### src/rtl/uart_rx_core.sv
// 8N1 UART receiver: synchronizes rxd, oversamples each bit at mid-bit and
// holds the received byte in a one-deep buffer with sticky
// ready/overrun/frame-error status until the CPU acknowledges the read.
module uart_rx_core #(
    parameter int unsigned CLK_FREQ = 50000000,
    parameter int unsigned BAUD     = 9600,
    parameter int unsigned OVS      = 16
) (
    input  logic       clk,
    input  logic       reset,
    input  logic       rxd,
    input  logic       rx_ack,
    output logic [7:0] rx_data,
    output logic       rx_valid,
    output logic       rx_ready,
    output logic       rx_overrun,
    output logic       rx_ferr,
    output logic       rx_busy
);

    localparam int unsigned DIV   = CLK_FREQ / (BAUD * OVS);
    localparam int unsigned DIV_W = (DIV > 1) ? $clog2(DIV) : 1;
    localparam int unsigned SMP_W = $clog2(OVS);

    localparam logic [DIV_W-1:0] DIV_LAST = DIV_W'(DIV - 1);
    localparam logic [SMP_W-1:0] SMP_MID  = SMP_W'(OVS / 2 - 1);
    localparam logic [SMP_W-1:0] SMP_LAST = SMP_W'(OVS - 1);

    // Reject parameter sets that cannot place a sample at mid-bit.
    if (OVS < 8 || (OVS % 2) != 0) begin : g_bad_ovs
        $error("uart_rx_core: OVS must be even and at least 8");
    end
    if (DIV < 1) begin : g_bad_div
        $error("uart_rx_core: CLK_FREQ too low for BAUD*OVS");
    end

    typedef enum logic [2:0] {
        S_IDLE,
        S_START,
        S_DATA,
        S_STOP,
        S_BREAK
    } state_e;

    logic             sync1_q, rxs_q, rxs_prev_q;
    state_e           state_q, state_d;
    logic [DIV_W-1:0] div_q, div_d;
    logic [SMP_W-1:0] smp_q, smp_d;
    logic [2:0]       bit_q, bit_d;
    logic [7:0]       shreg_q, shreg_d;
    logic [7:0]       data_q, data_d;
    logic             valid_q, valid_d;
    logic             ready_q, ready_d;
    logic             ovr_q, ovr_d;
    logic             ferr_q, ferr_d;
    logic             busy_q, busy_d;
    logic             tick;
    logic             good_byte;
    logic             bad_stop;

    // Two-flop synchronizer plus one history flop for start-edge detection.
    always_ff @(posedge clk or negedge reset) begin
        if (!reset) begin
            sync1_q    <= 1'b1;
            rxs_q      <= 1'b1;
            rxs_prev_q <= 1'b1;
        end else begin
            sync1_q    <= rxd;
            rxs_q      <= sync1_q;
            rxs_prev_q <= rxs_q;
        end
    end

    // Next-state logic: tick/sample/bit counters, frame FSM and status flags.
    always_comb begin
        state_d   = state_q;
        div_d     = div_q;
        smp_d     = smp_q;
        bit_d     = bit_q;
        shreg_d   = shreg_q;
        data_d    = data_q;
        valid_d   = 1'b0;
        ready_d   = ready_q;
        ovr_d     = ovr_q;
        ferr_d    = ferr_q;
        good_byte = 1'b0;
        bad_stop  = 1'b0;

        tick  = (div_q == DIV_LAST);
        div_d = tick ? '0 : div_q + 1'b1;
        if (tick) begin
            smp_d = (smp_q == SMP_LAST) ? '0 : smp_q + 1'b1;
        end

        case (state_q)
            S_IDLE: begin
                // Restart the tick phase so samples line up with the start edge.
                if (rxs_prev_q && !rxs_q) begin
                    state_d = S_START;
                    div_d   = '0;
                    smp_d   = '0;
                    bit_d   = '0;
                end
            end
            S_START: begin
                if (tick && smp_q == SMP_MID) begin
                    if (rxs_q) begin
                        state_d = S_IDLE;
                    end else begin
                        smp_d   = '0;
                        state_d = S_DATA;
                    end
                end
            end
            S_DATA: begin
                if (tick && smp_q == SMP_LAST) begin
                    shreg_d = {rxs_q, shreg_q[7:1]};
                    bit_d   = bit_q + 3'd1;
                    if (bit_q == 3'd7) begin
                        state_d = S_STOP;
                    end
                end
            end
            S_STOP: begin
                if (tick && smp_q == SMP_LAST) begin
                    if (rxs_q) begin
                        good_byte = 1'b1;
                        state_d   = S_IDLE;
                    end else begin
                        bad_stop = 1'b1;
                        state_d  = S_BREAK;
                    end
                end
            end
            S_BREAK: begin
                // A line held low must go high before another start is accepted.
                if (rxs_q) begin
                    state_d = S_IDLE;
                end
            end
            default: state_d = S_IDLE;
        endcase

        if (rx_ack) begin
            ready_d = 1'b0;
            ovr_d   = 1'b0;
            ferr_d  = 1'b0;
        end
        // A new byte wins over a coincident ack; overrun only if unread and not acked.
        if (good_byte) begin
            data_d  = shreg_q;
            valid_d = 1'b1;
            ready_d = 1'b1;
            ovr_d   = ready_q & ~rx_ack;
        end
        if (bad_stop) begin
            ferr_d = 1'b1;
        end

        busy_d = (state_d != S_IDLE);
    end

    // State, counter and output registers.
    always_ff @(posedge clk or negedge reset) begin
        if (!reset) begin
            state_q <= S_IDLE;
            div_q   <= '0;
            smp_q   <= '0;
            bit_q   <= '0;
            shreg_q <= '0;
            data_q  <= '0;
            valid_q <= 1'b0;
            ready_q <= 1'b0;
            ovr_q   <= 1'b0;
            ferr_q  <= 1'b0;
            busy_q  <= 1'b0;
        end else begin
            state_q <= state_d;
            div_q   <= div_d;
            smp_q   <= smp_d;
            bit_q   <= bit_d;
            shreg_q <= shreg_d;
            data_q  <= data_d;
            valid_q <= valid_d;
            ready_q <= ready_d;
            ovr_q   <= ovr_d;
            ferr_q  <= ferr_d;
            busy_q  <= busy_d;
        end
    end

    assign rx_data    = data_q;
    assign rx_valid   = valid_q;
    assign rx_ready   = ready_q;
    assign rx_overrun = ovr_q;
    assign rx_ferr    = ferr_q;
    assign rx_busy    = busy_q;

endmodule

### config.mk
export PLATFORM = sky130hd
export DESIGN_NAME = uart_rx_core
export DESIGN_NICKNAME = d
export VERILOG_FILES = /design/src/rtl/uart_rx_core.sv
export SDC_FILE = /design/constraint.sdc
export NUM_CORES = 1
export LEC_CHECK = 0
export ABC_AREA = 1
export BUFFER_PORTS_ARGS = -buffer_cell sky130_fd_sc_hd__buf_2
export CORE_AREA = 5 5 63 65
export DETAILED_ROUTE_END_ITERATION = 7
export DIE_AREA = 0 0 68 70
export PLACE_DENSITY = 0.81
export SETUP_SLACK_MARGIN = 0.02
export SLEW_MARGIN = 20
export SYNTH_ARGS = -nofsm -noshare
export SYNTH_HDL_FRONTEND = slang
export SYNTH_SLANG_ARGS = --single-unit
### constraint.sdc
create_clock -name clk -period 3.6 [get_ports clk]
set_input_delay 0 -clock clk [delete_from_list [all_inputs] [get_ports clk]]
set_output_delay 0 -clock clk [all_outputs]
set_load 0.005 [all_outputs]
==> implementation parameters, run 1 <==
Parameter                              Value

Finish
  Layout area overhead ... 11.3%
  Antenna diode instance count ... 0
  Share of final-layout standard cells stronger than drive strength 1 ... 21.2%
  Fin cells ... 282
  Post-layout net count ... 244

Place
  Final weighted congestion of routability-driven global placement ... 0.800
  Input/output buffers ... 16
  Cell Count Post-Placement ... 271
  HPWL reported at the end of detailed placement ... 2.26 mm

STA
  Final Critical Period ... 1710 ps
  Setup skew after layout ... 9.92 ps
  Slew at the pin closest to its max-slew limit ... 885 ps
  Setup TNS Final ... 0 ps
  Max Clock Freq ... ~0.59 GHz
  Number of hold-slack violations in the final timing report ... 0
  Fin. max-slew vios ... 0
  Max-slew headroom ... 41.0%
  RSZ-0062 raised after global routing ... false
  Period utilisation layout ... between 40% and 50%
  Endpoints failing setup ... 0

Logic synthesis
  Synthesized-area fraction occupied by ao, oa, aoi and oai cells ... roughly 8.8%
  Mean post-synth cell area ... 9.21 sq um
  List of most frequent post-synthesis cells ... sky130_fd_sc_hd__nand2_1, sky130_fd_sc_hd__dfrtp_1, sky130_fd_sc_hd__inv_1, sky130_fd_sc_hd__nor2_1, sky130_fd_sc_hd__nand3_1
  Share of flip-flops with an asynchronous set or reset ... 100%
  Share of synthesized area spent on multiplexers ... 0%
  Yosys top cell by area ... sky130_fd_sc_hd__dfrtp_1
  Post-synthesis cell area ... 1950 sq um
  Synth Area in Adders ... 3.20%
  Instance count of the mapped netlist ... 212
  Fraction of post-synthesis cell area in the top cell type by area ... between 50% and 60%
  Syn nets ... 221
  Count of state elements after synthesis ... 43
  Top FF cell, synth ... sky130_fd_sc_hd__dfrtp_1
  Unique cell type count in the Yosys netlist ... 27
  Post-synthesis sequential area ratio ... between 50% and 60%
  Number of synthesized flops with an enable pin ... 0
  Number of warnings printed during yosys synthesis ... 0
  Cell with the most instances after synthesis ... sky130_fd_sc_hd__nand2_1
  Synth area leaders ... sky130_fd_sc_hd__dfrtp_1, sky130_fd_sc_hd__nand2_1, sky130_fd_sc_hd__inv_1
  Main combinational cell family by area after synthesis ... simple AND/OR/NAND/NOR gates
  Simple-gate area share of the yosys netlist ... 24.9%
  Fraction of synthesized cell area in xor and xnor cells ... 0.897%

Setup path
  Type of element launching the critical path ... register
  Critical path data required time ... 3890 ps
  Data arrival time of the critical path ... 2000 ps
  Total buffers and inverters traversed by the critical path ... 1
  CP Cell Sequence ... inv_1 -> ha_1 -> nand2_1 -> nor2_2 -> nand2_4 -> nor2_4 -> nand2_2 -> nand2_4 -> nand3_1 -> o21ai_1
  Worst setup path class ... reg2reg
  Delay-heaviest family, CP ... simple AND/OR/NAND/NOR gates
  Cell repeated most along the worst path ... sky130_fd_sc_hd__nand2_4
  Slowest stage cell on the critical path ... sky130_fd_sc_hd__dfrtp_1
  Element type at the critical path end ... register
  Maximum fanout encountered on the critical timing path ... 20
  Largest stage delay on the critical path ... 440 ps

Run status
  Outcome ... finished, final reports clean

Clock tree
  Num CTS Buffers ... 5
  Clock tree from TritonCTS ... yes
  Number of H-tree levels ... 2
  CTS sink cnt ... 43
  Number of buffers added for setup after CTS ... 0
  Clock tree root buffer cell ... sky130_fd_sc_hd__clkbuf_4
  Later-pin clock latency in the skew report ... 350 ps
  Clock-pin slew reported for the worst setup and hold paths after clock tree synthesis ... 120 ps
  Post-CTS sizing ... 0
  CTS Buffer Depth ... 2

Die
  Chip height ... 70 um
  Boundary Pins ... 17
  Overall die area ... 4760 sq um
  Die X ... 68 um
  Effective utilization at floorplan ... 59.5%
  Number of core rows ... 21
  Core area ... roughly 3300 sq um

Power and ir drop
  Proportion of power drawn by combinational gates ... 13.7%
  Leakage ... 1.11 nW
  Sequential group share of total power ... 56.7%
  Clock power share ... 29.5%
  Switching Share ... between 20% and 30%
  Highest ir drop seen on vdd ... 0.372 mV
  Power per cell area ... 463 nW/um^2
  P_sw ... between 0.2 and 0.3 mW
  Internal power summed over all cells ... 0.729 mW

GRT
  Final global-route overflow total ... 0
  Top Usage Layer GRT ... met2
  Met1 usage ... 21.6%
  Total routing usage reported by global routing ... approximately 16%
  Vias in the first global route ... 1337
  Global-route wire length before repair ... 5.78 mm
  Antenna violations before repair ... 0
  Grt met3 use ... 4.81%
  Pin count of the biggest net entering global routing ... 44
  Met2 usage ... 23.1%

Route
  Per-cell routed wire length ... 11.1 um
  Count of routing violations after the opening detailed-route iteration ... around 110
  Number of search-and-repair iterations in the first detailed-routing pass ... 4
  Routed Antenna Nets ... 0
  Remaining DRCs ... 0
  Vias after detailed routing ... 1377
  Routed WL ... 3.12 mm
  Via-per-instance ratio ... 4.88

Run
  Reported max-cap violation count ... 0

Min path
  Path class of the lowest-slack min-delay path ... in2async
[kinds of logic after synthesis]
group | count (synthesis)
xor+xnor | 2
buf+inv | 32
compound gates | 28
simple gates | 102
fa+ha+maj | 5
flops | 43
[worst register-to-register path, delay by kind of cell (launching register included)]
family	cells	cell delay (ps)
DFF	1	440
AOI/OAI and AO/OA	1	80
and+or+nand+nor	7	940
buffers and inverters	1	70
adders and majority gates	1	130
[flip-flops by register name (all words and copies together) (netlist names), 3 cells and up]
name / count
smp_q: 4
bit_q: 3
rx_data: 8
shreg_q: 8
state_q: 3
div_q: 9
[power by group through the flow]
stage | combinational [mW] | clock, mW | sequential [mW]
3_5_place_dp | 0.138 | 0 | 0.581
3_3_place_gp | 0.134 | 0 | 0.579
2_1_floorplan | 0.107 | 0 | 0.570
4_1_cts | 0.141 | 0.308 | 0.572
5_1_grt | 0.164 | 0.330 | 0.581
6_report | 0.138 | 0.298 | 0.572
[routing by layer]
| layer | vias to the layer above | routed length, um | part of all wire, % |
|---|---|---|---|
| met5 | - | 0 | 0 |
| met4 | 0 | 59 | 1.9 |
| met3 | 7 | 118 | 3.8 |
| met2 | 22 | 1380 | 44 |
| met1 | 627 | 1560 | 50 |
| li1 | 721 | - | - |
[timing repair]
item / in CTS / in global routing
endpoints found under the setup margin: 0 / 0
hold buffers: 3 / 0
endpoints found under the hold margin: 44 / 0
[worst paths after layout]
| path | from | end | slack (ps) | cells after the start |
|---|---|---|---|---|
| hold / removal | reset | div_q[2] | 290 | 2 |
| min in group clk | rxd | sync1_q | 290 | 2 |
| max in group asynchronous | reset | state_q[2] | 2760 | 2 |
| setup reg to reg | div_q[0] | bit_q[0] | 1890 | 10 |
| hold reg to reg | sync1_q | rxs_q | 360 | 0 |
| setup / recovery | div_q[0] | bit_q[0] | 1890 | 10 |
[stage by stage]
stage / power [mW] / util, % / cell area (sq um) / hold slack (ps) / setup slack [ps]
after floorplan: 0.678 / - / 1950 / -296 / 2070
after global placement: 0.713 / 62.8 / 2060 / 105 / 1950
after detailed placement: 0.719 / 62.8 / 2060 / 107 / 1900
after CTS: 1.02 / 66.2 / 2170 / 267 / 1880
after global routing: 1.08 / 66.2 / 2170 / 290 / 1690
final: 1.01 / 66.2 / 2170 / 289 / 1890
[placed cells by master, fill, tap and decap left out, types with 5 or more instances in the layout]
cell type | synthesis | layout
sky130_fd_sc_hd__buf_2 | 1 | 16
sky130_fd_sc_hd__a21oi_1 | 5 | 5
sky130_fd_sc_hd__nand2_1 | 43 | 43
sky130_fd_sc_hd__inv_2 | 5 | 5
sky130_fd_sc_hd__o21ai_1 | 10 | 10
sky130_fd_sc_hd__inv_1 | 23 | 23
sky130_fd_sc_hd__clkbuf_4 | 0 | 5
sky130_fd_sc_hd__o21ai_2 | 7 | 7
sky130_fd_sc_hd__dfrtp_1 | 40 | 40
sky130_fd_sc_hd__ha_1 | 5 | 5
sky130_fd_sc_hd__nor3_1 | 7 | 7
sky130_fd_sc_hd__nand3_1 | 16 | 16
sky130_fd_sc_hd__nor2_1 | 22 | 22
[layout make-up]
| cell class | instances | area [sq um] |
|---|---|---|
| clock buffer | 5 | 37.5 |
| clock inverter | 3 | 43.8 |
| fill | 264 | 1110 |
| inverter | 29 | 109 |
| multi-input combinational | 137 | 737 |
| sequential | 43 | 1080 |
| tap | 46 | 57.6 |
| timing repair buffer | 19 | 110 |
Power figures use the tool's default switching activity.
==> inputs of run 2 (changes only) <==
--- a/config.mk
+++ b/config.mk
@@ -7,10 +7,10 @@
 export LEC_CHECK = 0
 export ABC_AREA = 1
 export BUFFER_PORTS_ARGS = -buffer_cell sky130_fd_sc_hd__buf_2
-export CORE_AREA = 5 5 63 65
+export CORE_AREA = 5 5 65 67
 export DETAILED_ROUTE_END_ITERATION = 7
-export DIE_AREA = 0 0 68 70
-export PLACE_DENSITY = 0.81
+export DIE_AREA = 0 0 70 72
+export PLACE_DENSITY = 0.77
 export SETUP_SLACK_MARGIN = 0.02
 export SLEW_MARGIN = 20
 export SYNTH_ARGS = -nofsm -noshare
==> constraint.sdc (replaced) <==
create_clock -name clk -period 1.6 [get_ports clk]
set_input_delay 0 -clock clk [delete_from_list [all_inputs] [get_ports clk]]
set_output_delay 0 -clock clk [all_outputs]
set_load 0.005 [all_outputs]
==> implementation parameters, run 2 (synthesis gave the netlist of run 1 again) <==
Parameter                              Value

STA
  RSZ-0062 raised after global routing ... true
  Fin. max-slew vios ... 0
  Endpoints failing setup ... 0
  Number of hold-slack violations in the final timing report ... 0
  Final Critical Period ... about 1600 ps
  Max-slew headroom ... 64.3%
  Period utilisation layout ... 97.3%
  Setup skew after layout ... roughly 15 ps
  Slew at the pin closest to its max-slew limit ... 535 ps
  Max Clock Freq ... 0.642 GHz

Die
  Chip height ... 72 um
  Boundary Pins ... 17
  Number of core rows ... 22
  Overall die area ... 5040 sq um
  Die X ... 70 um
  Core area ... 3580 sq um
  Effective utilization at floorplan ... 54.6%

Setup path
  Critical register-to-register path startpoint ... div_q[0]
  Delay-heaviest family, CP ... simple AND/OR/NAND/NOR gates
  Worst setup path class ... reg2reg
  Maximum fanout encountered on the critical timing path ... 5
  Total buffers and inverters traversed by the critical path ... 2
  Slowest stage cell on the critical path ... sky130_fd_sc_hd__dfrtp_1
  Setup slack, reg-to-reg ... 40 ps
  Largest stage delay on the critical path ... about 400 ps
  Element type at the critical path end ... register
  End of the worst register-to-register path ... rx_busy
  Path depth of the worst reg2reg path ... 10
  Critical path data required time ... 1860 ps
  Type of element launching the critical path ... register
  CP Cell Sequence ... inv_1 -> ha_2 -> nand2_2 -> nor2_4 -> nand2_4 -> buf_4 -> o21bai_1 -> nand3_1 -> nor2_2 -> nand2_1
  Data arrival time of the critical path ... 1820 ps

Finish
  Fin cells ... 306
  Post-layout net count ... 266
  Final core utilization ... 72.8%
  Layout area overhead ... 33.4%
  Antenna diode instance count ... 0
  Most frequent cells in the layout ... sky130_fd_sc_hd__dfrtp_1, sky130_fd_sc_hd__nand2_1, sky130_fd_sc_hd__inv_1, sky130_fd_sc_hd__nor2_1
  Register with the highest flop count ... div_q
  Most frequent standard cell in the layout excluding fill and tap cells ... sky130_fd_sc_hd__dfrtp_1
  Number of flip-flops under the largest register name ... 9
  Share of final-layout standard cells stronger than drive strength 1 ... 39.5%

Run status
  Outcome ... finished, final reports clean

Route
  Per-cell routed wire length ... 13.7 um
  Routed WL ... 4.20 mm
  Routed Antenna Nets ... 0
  Number of search-and-repair iterations in the first detailed-routing pass ... 4
  Count of routing violations after the opening detailed-route iteration ... 97
  Via-per-instance ratio ... 5.06
  Vias after detailed routing ... 1548
  Remaining DRCs ... 0

Place
  Cell Count Post-Placement ... 284
  Final weighted congestion of routability-driven global placement ... roughly 0.83
  HPWL reported at the end of detailed placement ... about 2.4 mm
  Input/output buffers ... 16

Power and ir drop
  Leakage ... 1.27 nW
  Highest ir drop seen on vdd ... 0.780 mV
  Power per cell area ... approximately 980 nW/um^2

GRT
  Top Usage Layer GRT ... met2
  Antenna violations before repair ... 0
  Met1 usage ... ~22%
  Vias in the first global route ... 1517
  Met2 usage ... 28.2%
  Pin count of the biggest net entering global routing ... 44
  Grt met3 use ... 4.99%
  Total routing usage reported by global routing ... 17.3%
  Final global-route overflow total ... 0
  Global-route wire length before repair ... 6.85 mm

Run
  Reported max-cap violation count ... 0

Clock tree
  CTS sink cnt ... 43
  Clock tree root buffer cell ... sky130_fd_sc_hd__clkbuf_4
  Clock-pin slew reported for the worst setup and hold paths after clock tree synthesis ... 130 ps
  Later-pin clock latency in the skew report ... 370 ps
  Clock tree from TritonCTS ... yes
  Num CTS Buffers ... 5
  Number of H-tree levels ... 2
  CTS Buffer Depth ... 2

Min path
  Path class of the lowest-slack min-delay path ... in2async
run 2: cell count changes in the layout (fill, tap and decap cells not counted), moves of 5 or more:
cell                      delta
sky130_fd_sc_hd__o21ai_2     +9
sky130_fd_sc_hd__nand2_1    -11
sky130_fd_sc_hd__buf_4      +15
sky130_fd_sc_hd__o21ai_1     -9
sky130_fd_sc_hd__nor2_4      +6
sky130_fd_sc_hd__nand3_2     +6
sky130_fd_sc_hd__nand3_1     -5
sky130_fd_sc_hd__nand2_4     +7
run 2: per-layer routing:
layer,vias to the layer above,routed length [um]
li1,779,-
met1,741,1810
met2,22,2160
met3,6,165
met4,0,63
met5,-,0
run 2: layout make-up:
cell class	count	area, sq um
fillers	259	973
flip-flops and latches	43	1080
well taps	48	60.1
inverters	29	109
clock buffers	6	41.3
multi-input cells	140	962
repair buffers	38	293
clock inverters	2	60.1
run 2: metrics by stage:
stage	area [sq um]	total power, mW	hold slack, ps	setup slack (ps)	setup TNS [ps]
after floorplan	1950	1.53	-296	70.4	0
after global placement	2160	1.65	95.5	67.1	0
after detailed placement	2160	1.67	96.4	5.23	0
after CTS	2390	2.51	230	6.33	0
after global routing	2610	2.69	276	-113	-1280
final	2610	2.56	222	42.5	0
run 2: how the worst max path moves through the flow:
stage / slack, ps / depth (start not counted) / start / end
2_1_floorplan: 70 / 10 / div_q[0] / rx_data[6]
3_3_place_gp: 70 / 10 / div_q[0] / rx_busy
3_5_place_dp: 5 / 8 / smp_q[0] / rx_data[7]
4_1_cts: 6 / 10 / div_q[0] / rx_data[7]
5_1_grt: -110 / 10 / div_q[0] / rx_busy
6_report: 40 / 10 / div_q[0] / rx_busy
run 2: worst register-to-register path, cell delays in order, from the launching register on:
cell,delay [ps]
sky130_fd_sc_hd__dfrtp_1,400
sky130_fd_sc_hd__inv_1,60
sky130_fd_sc_hd__ha_2,160
sky130_fd_sc_hd__nand2_2,70
sky130_fd_sc_hd__nor2_4,140
sky130_fd_sc_hd__nand2_4,70
sky130_fd_sc_hd__buf_4,150
sky130_fd_sc_hd__o21bai_1,120
sky130_fd_sc_hd__nand3_1,110
sky130_fd_sc_hd__nor2_2,120
sky130_fd_sc_hd__nand2_1,70
run 2: power breakdown:
group	total [mW]	switching, mW	internal (mW)
clock network	0.843	0.355	0.488
registers	1.27	0.0887	1.18
logic	0.443	0.253	0.189
run 2: timing repair:
item | 4_1_cts | 5_1_grt
pin swaps | 3 | 8
buffers inserted | 4 | 3
cloned | 2 | 2
endpoints found under the setup margin | 16 | 37
hold buffers | 3 | 0
hold endpoints to repair | 44 | 0
gates resized for setup | 6 | 45
==> inputs of run 3 (changes only) <==
--- a/config.mk
+++ b/config.mk
@@ -7,10 +7,10 @@
 export LEC_CHECK = 0
 export ABC_AREA = 1
 export BUFFER_PORTS_ARGS = -buffer_cell sky130_fd_sc_hd__buf_2
-export CORE_AREA = 5 5 65 67
+export CORE_AREA = 4 4 68 70
 export DETAILED_ROUTE_END_ITERATION = 7
-export DIE_AREA = 0 0 70 72
-export PLACE_DENSITY = 0.77
+export DIE_AREA = 0 0 72 74
+export PLACE_DENSITY = 0.69
 export SETUP_SLACK_MARGIN = 0.02
 export SLEW_MARGIN = 20
 export SYNTH_ARGS = -nofsm -noshare
==> implementation parameters, run 3 (synthesis gave the netlist of run 1 again) <==
Parameter                              Value

Route
  Number of search-and-repair iterations in the first detailed-routing pass ... 6
  Routed WL ... 4.22 mm
  Per-cell routed wire length ... 13.7 um
  Metal1 wirelength ... roughly 1.9 mm
  Via-per-instance ratio ... 5.02
  Routed Antenna Nets ... 0
  Met2 layer wire length in the routed design ... 2.00 mm
  Count of routing violations after the opening detailed-route iteration ... 96
  Met3 Wirelength ... 185 um
  Remaining DRCs ... 0
  Max Used Layer ... met4
  Vias after detailed routing ... 1547

Run status
  Outcome ... finished, final reports clean

Setup path
  Largest stage delay on the critical path ... approximately 380 ps
  Critical path data required time ... ~1800 ps
  CP Cell Sequence ... inv_1 -> ha_2 -> nand2_2 -> nor2_4 -> nand2_4 -> nor2_4 -> nand2_4 -> clkbuf_16 -> nand2_2 -> o21ai_1
  Worst setup path class ... reg2reg
  Delay-heaviest family, CP ... simple AND/OR/NAND/NOR gates
  Type of element launching the critical path ... register
  Maximum fanout encountered on the critical timing path ... 6
  End of the worst register-to-register path ... shreg_q[2]
  Data arrival time of the critical path ... between 1500 and 2000 ps
  Path depth of the worst reg2reg path ... 10
  Critical register-to-register path startpoint ... div_q[1]
  Total buffers and inverters traversed by the critical path ... 2
  Setup slack, reg-to-reg ... 10 ps
  Slowest stage cell on the critical path ... sky130_fd_sc_hd__dfrtp_1
  Element type at the critical path end ... register

STA
  Slew at the pin closest to its max-slew limit ... between 500 and 600 ps
  Max Clock Freq ... 0.629 GHz
  Setup TNS Final ... 0 ps
  Final Critical Period ... 1590 ps
  Fin. max-slew vios ... 0
  Number of hold-slack violations in the final timing report ... 0
  Setup skew after layout ... 10.4 ps
  Period utilisation layout ... 99.3%
  Endpoints failing setup ... 0
  Fin Hold WS ... 173 ps
  Max-slew headroom ... 65.1%
  RSZ-0062 raised after global routing ... true

Die
  Effective utilization at floorplan ... between 40 and 50%
  Core area ... approximately 4000 sq um
  Chip height ... 74 um
  Boundary Pins ... 17
  Die X ... 72 um
  Overall die area ... between 5000 and 6000 sq um
  Number of core rows ... 23

Min path
  Path class of the lowest-slack min-delay path ... in2async

GRT
  Total routing usage reported by global routing ... 14.1%
  Pin count of the biggest net entering global routing ... 27
  Vias in the first global route ... 1328
  Antenna violations before repair ... 0
  Final global-route overflow total ... 0
  Global-route wire length before repair ... 5.69 mm

Power and ir drop
  Internal power summed over all cells ... 1.66 mW
  P_sw ... 0.694 mW
  Clock power share ... 29.0%
  Proportion of power drawn by combinational gates ... 17.2%
  Leakage ... 1.27 nW
  Switching Share ... 29.5%
  Power per cell area ... approximately 910 nW/um^2
  Sequential group share of total power ... 53.9%
  Highest ir drop seen on vdd ... 0.687 mV

Finish
  Register with the highest flop count ... div_q
  Antenna diode instance count ... 0
  Most frequent cells in the layout ... sky130_fd_sc_hd__dfrtp_1, sky130_fd_sc_hd__nand2_1, sky130_fd_sc_hd__inv_1, sky130_fd_sc_hd__nor2_1, sky130_fd_sc_hd__buf_2
  Layout area overhead ... 32.2%
  Post-layout net count ... around 270
  Number of flip-flops under the largest register name ... 9
  Fin cells ... 308
  Final standard cell area without fillers ... 2580 sq um
  Share of final-layout standard cells stronger than drive strength 1 ... 38.8%
  Most frequent standard cell in the layout excluding fill and tap cells ... sky130_fd_sc_hd__dfrtp_1

Run
  Reported max-cap violation count ... 0

Clock tree
  Clock tree root buffer cell ... sky130_fd_sc_hd__clkbuf_8
  Number of H-tree levels ... 2
  Num CTS Buffers ... 5
  CTS Buffer Depth ... 2
  Later-pin clock latency in the skew report ... about 300 ps
  Clock-pin slew reported for the worst setup and hold paths after clock tree synthesis ... 90 ps
  Clock tree from TritonCTS ... yes
  CTS sink cnt ... 43

Place
  Cell area after placement ... 2180 sq um
  Final weighted congestion of routability-driven global placement ... just over 0.8
  Cell Count Post-Placement ... roughly 290
  HPWL reported at the end of detailed placement ... about 2.5 mm
  Input/output buffers ... 16
==> run 3: worst max path at each step <==
| stage | startpoint | endpoint | slack (ps) | cells past startpoint |
|---|---|---|---|---|
| 5_1_grt | state_q[2] | rx_busy | -100 | 7 |
| 3_3_place_gp | div_q[0] | rx_busy | 30 | 10 |
| 6_report | div_q[1] | shreg_q[2] | 10 | 10 |
| 2_1_floorplan | div_q[0] | rx_data[6] | 70 | 10 |
| 3_5_place_dp | div_q[1] | rx_busy | -10 | 10 |
| 4_1_cts | div_q[1] | rx_overrun | 20 | 9 |
==> run 3: stage by stage <==
step	util (%)	power [mW]	worst slack, ps
2_1_floorplan	-	1.53	70.4
5_1_grt	65.0	2.49	-95.4
3_5_place_dp	55.0	1.67	-10.3
4_1_cts	58.0	2.35	17.7
6_report	65.0	2.35	11.4
3_3_place_gp	55.0	1.65	32.3
==> run 3: worst reg2reg max path, cell delays in order, from the launching register on <==
cell and delay [ps]:
sky130_fd_sc_hd__dfrtp_1 380, sky130_fd_sc_hd__inv_1 60, sky130_fd_sc_hd__ha_2 170, sky130_fd_sc_hd__nand2_2 70, sky130_fd_sc_hd__nor2_4 130, sky130_fd_sc_hd__nand2_4 80
sky130_fd_sc_hd__nor2_4 170, sky130_fd_sc_hd__nand2_4 130, sky130_fd_sc_hd__clkbuf_16 200, sky130_fd_sc_hd__nand2_2 50, sky130_fd_sc_hd__o21ai_1 50
==> run 3: repair_timing <==
action	CTS	global route
gates resized for setup	1	41
pin swaps	0	10
hold buffers	3	0
endpoints found under the setup margin	3	32
setup buffers	0	4
cloned	0	6
hold endpoints to repair	47	0
==> run 3: metal layers <==
layer,vias to the layer above,global-route usage [%]
met3,10,5.00
met1,732,17.9
li1,778,-
met5,-,0
met4,0,6.26
met2,27,22.1
==> run 3: power groups by stage <==
stage / clock [mW] / sequential [mW] / combinational (mW)
after global routing: 0.746 / 1.28 / 0.458
after floorplan: 0 / 1.28 / 0.242
after global placement: 0 / 1.28 / 0.369
final: 0.682 / 1.27 / 0.404
after CTS: 0.694 / 1.27 / 0.388
after detailed placement: 0 / 1.29 / 0.382
==> run 3: final cells by class <==
cell class	instances	area, sq um
Fill cell	319	1390
Multi-Input combinational cell	140	915
Sequential cell	43	1080
Inverter	29	109
Clock buffer	5	68.8
Timing Repair Buffer	38	328
Clock inverter	3	20.0
Tap cell	50	62.6
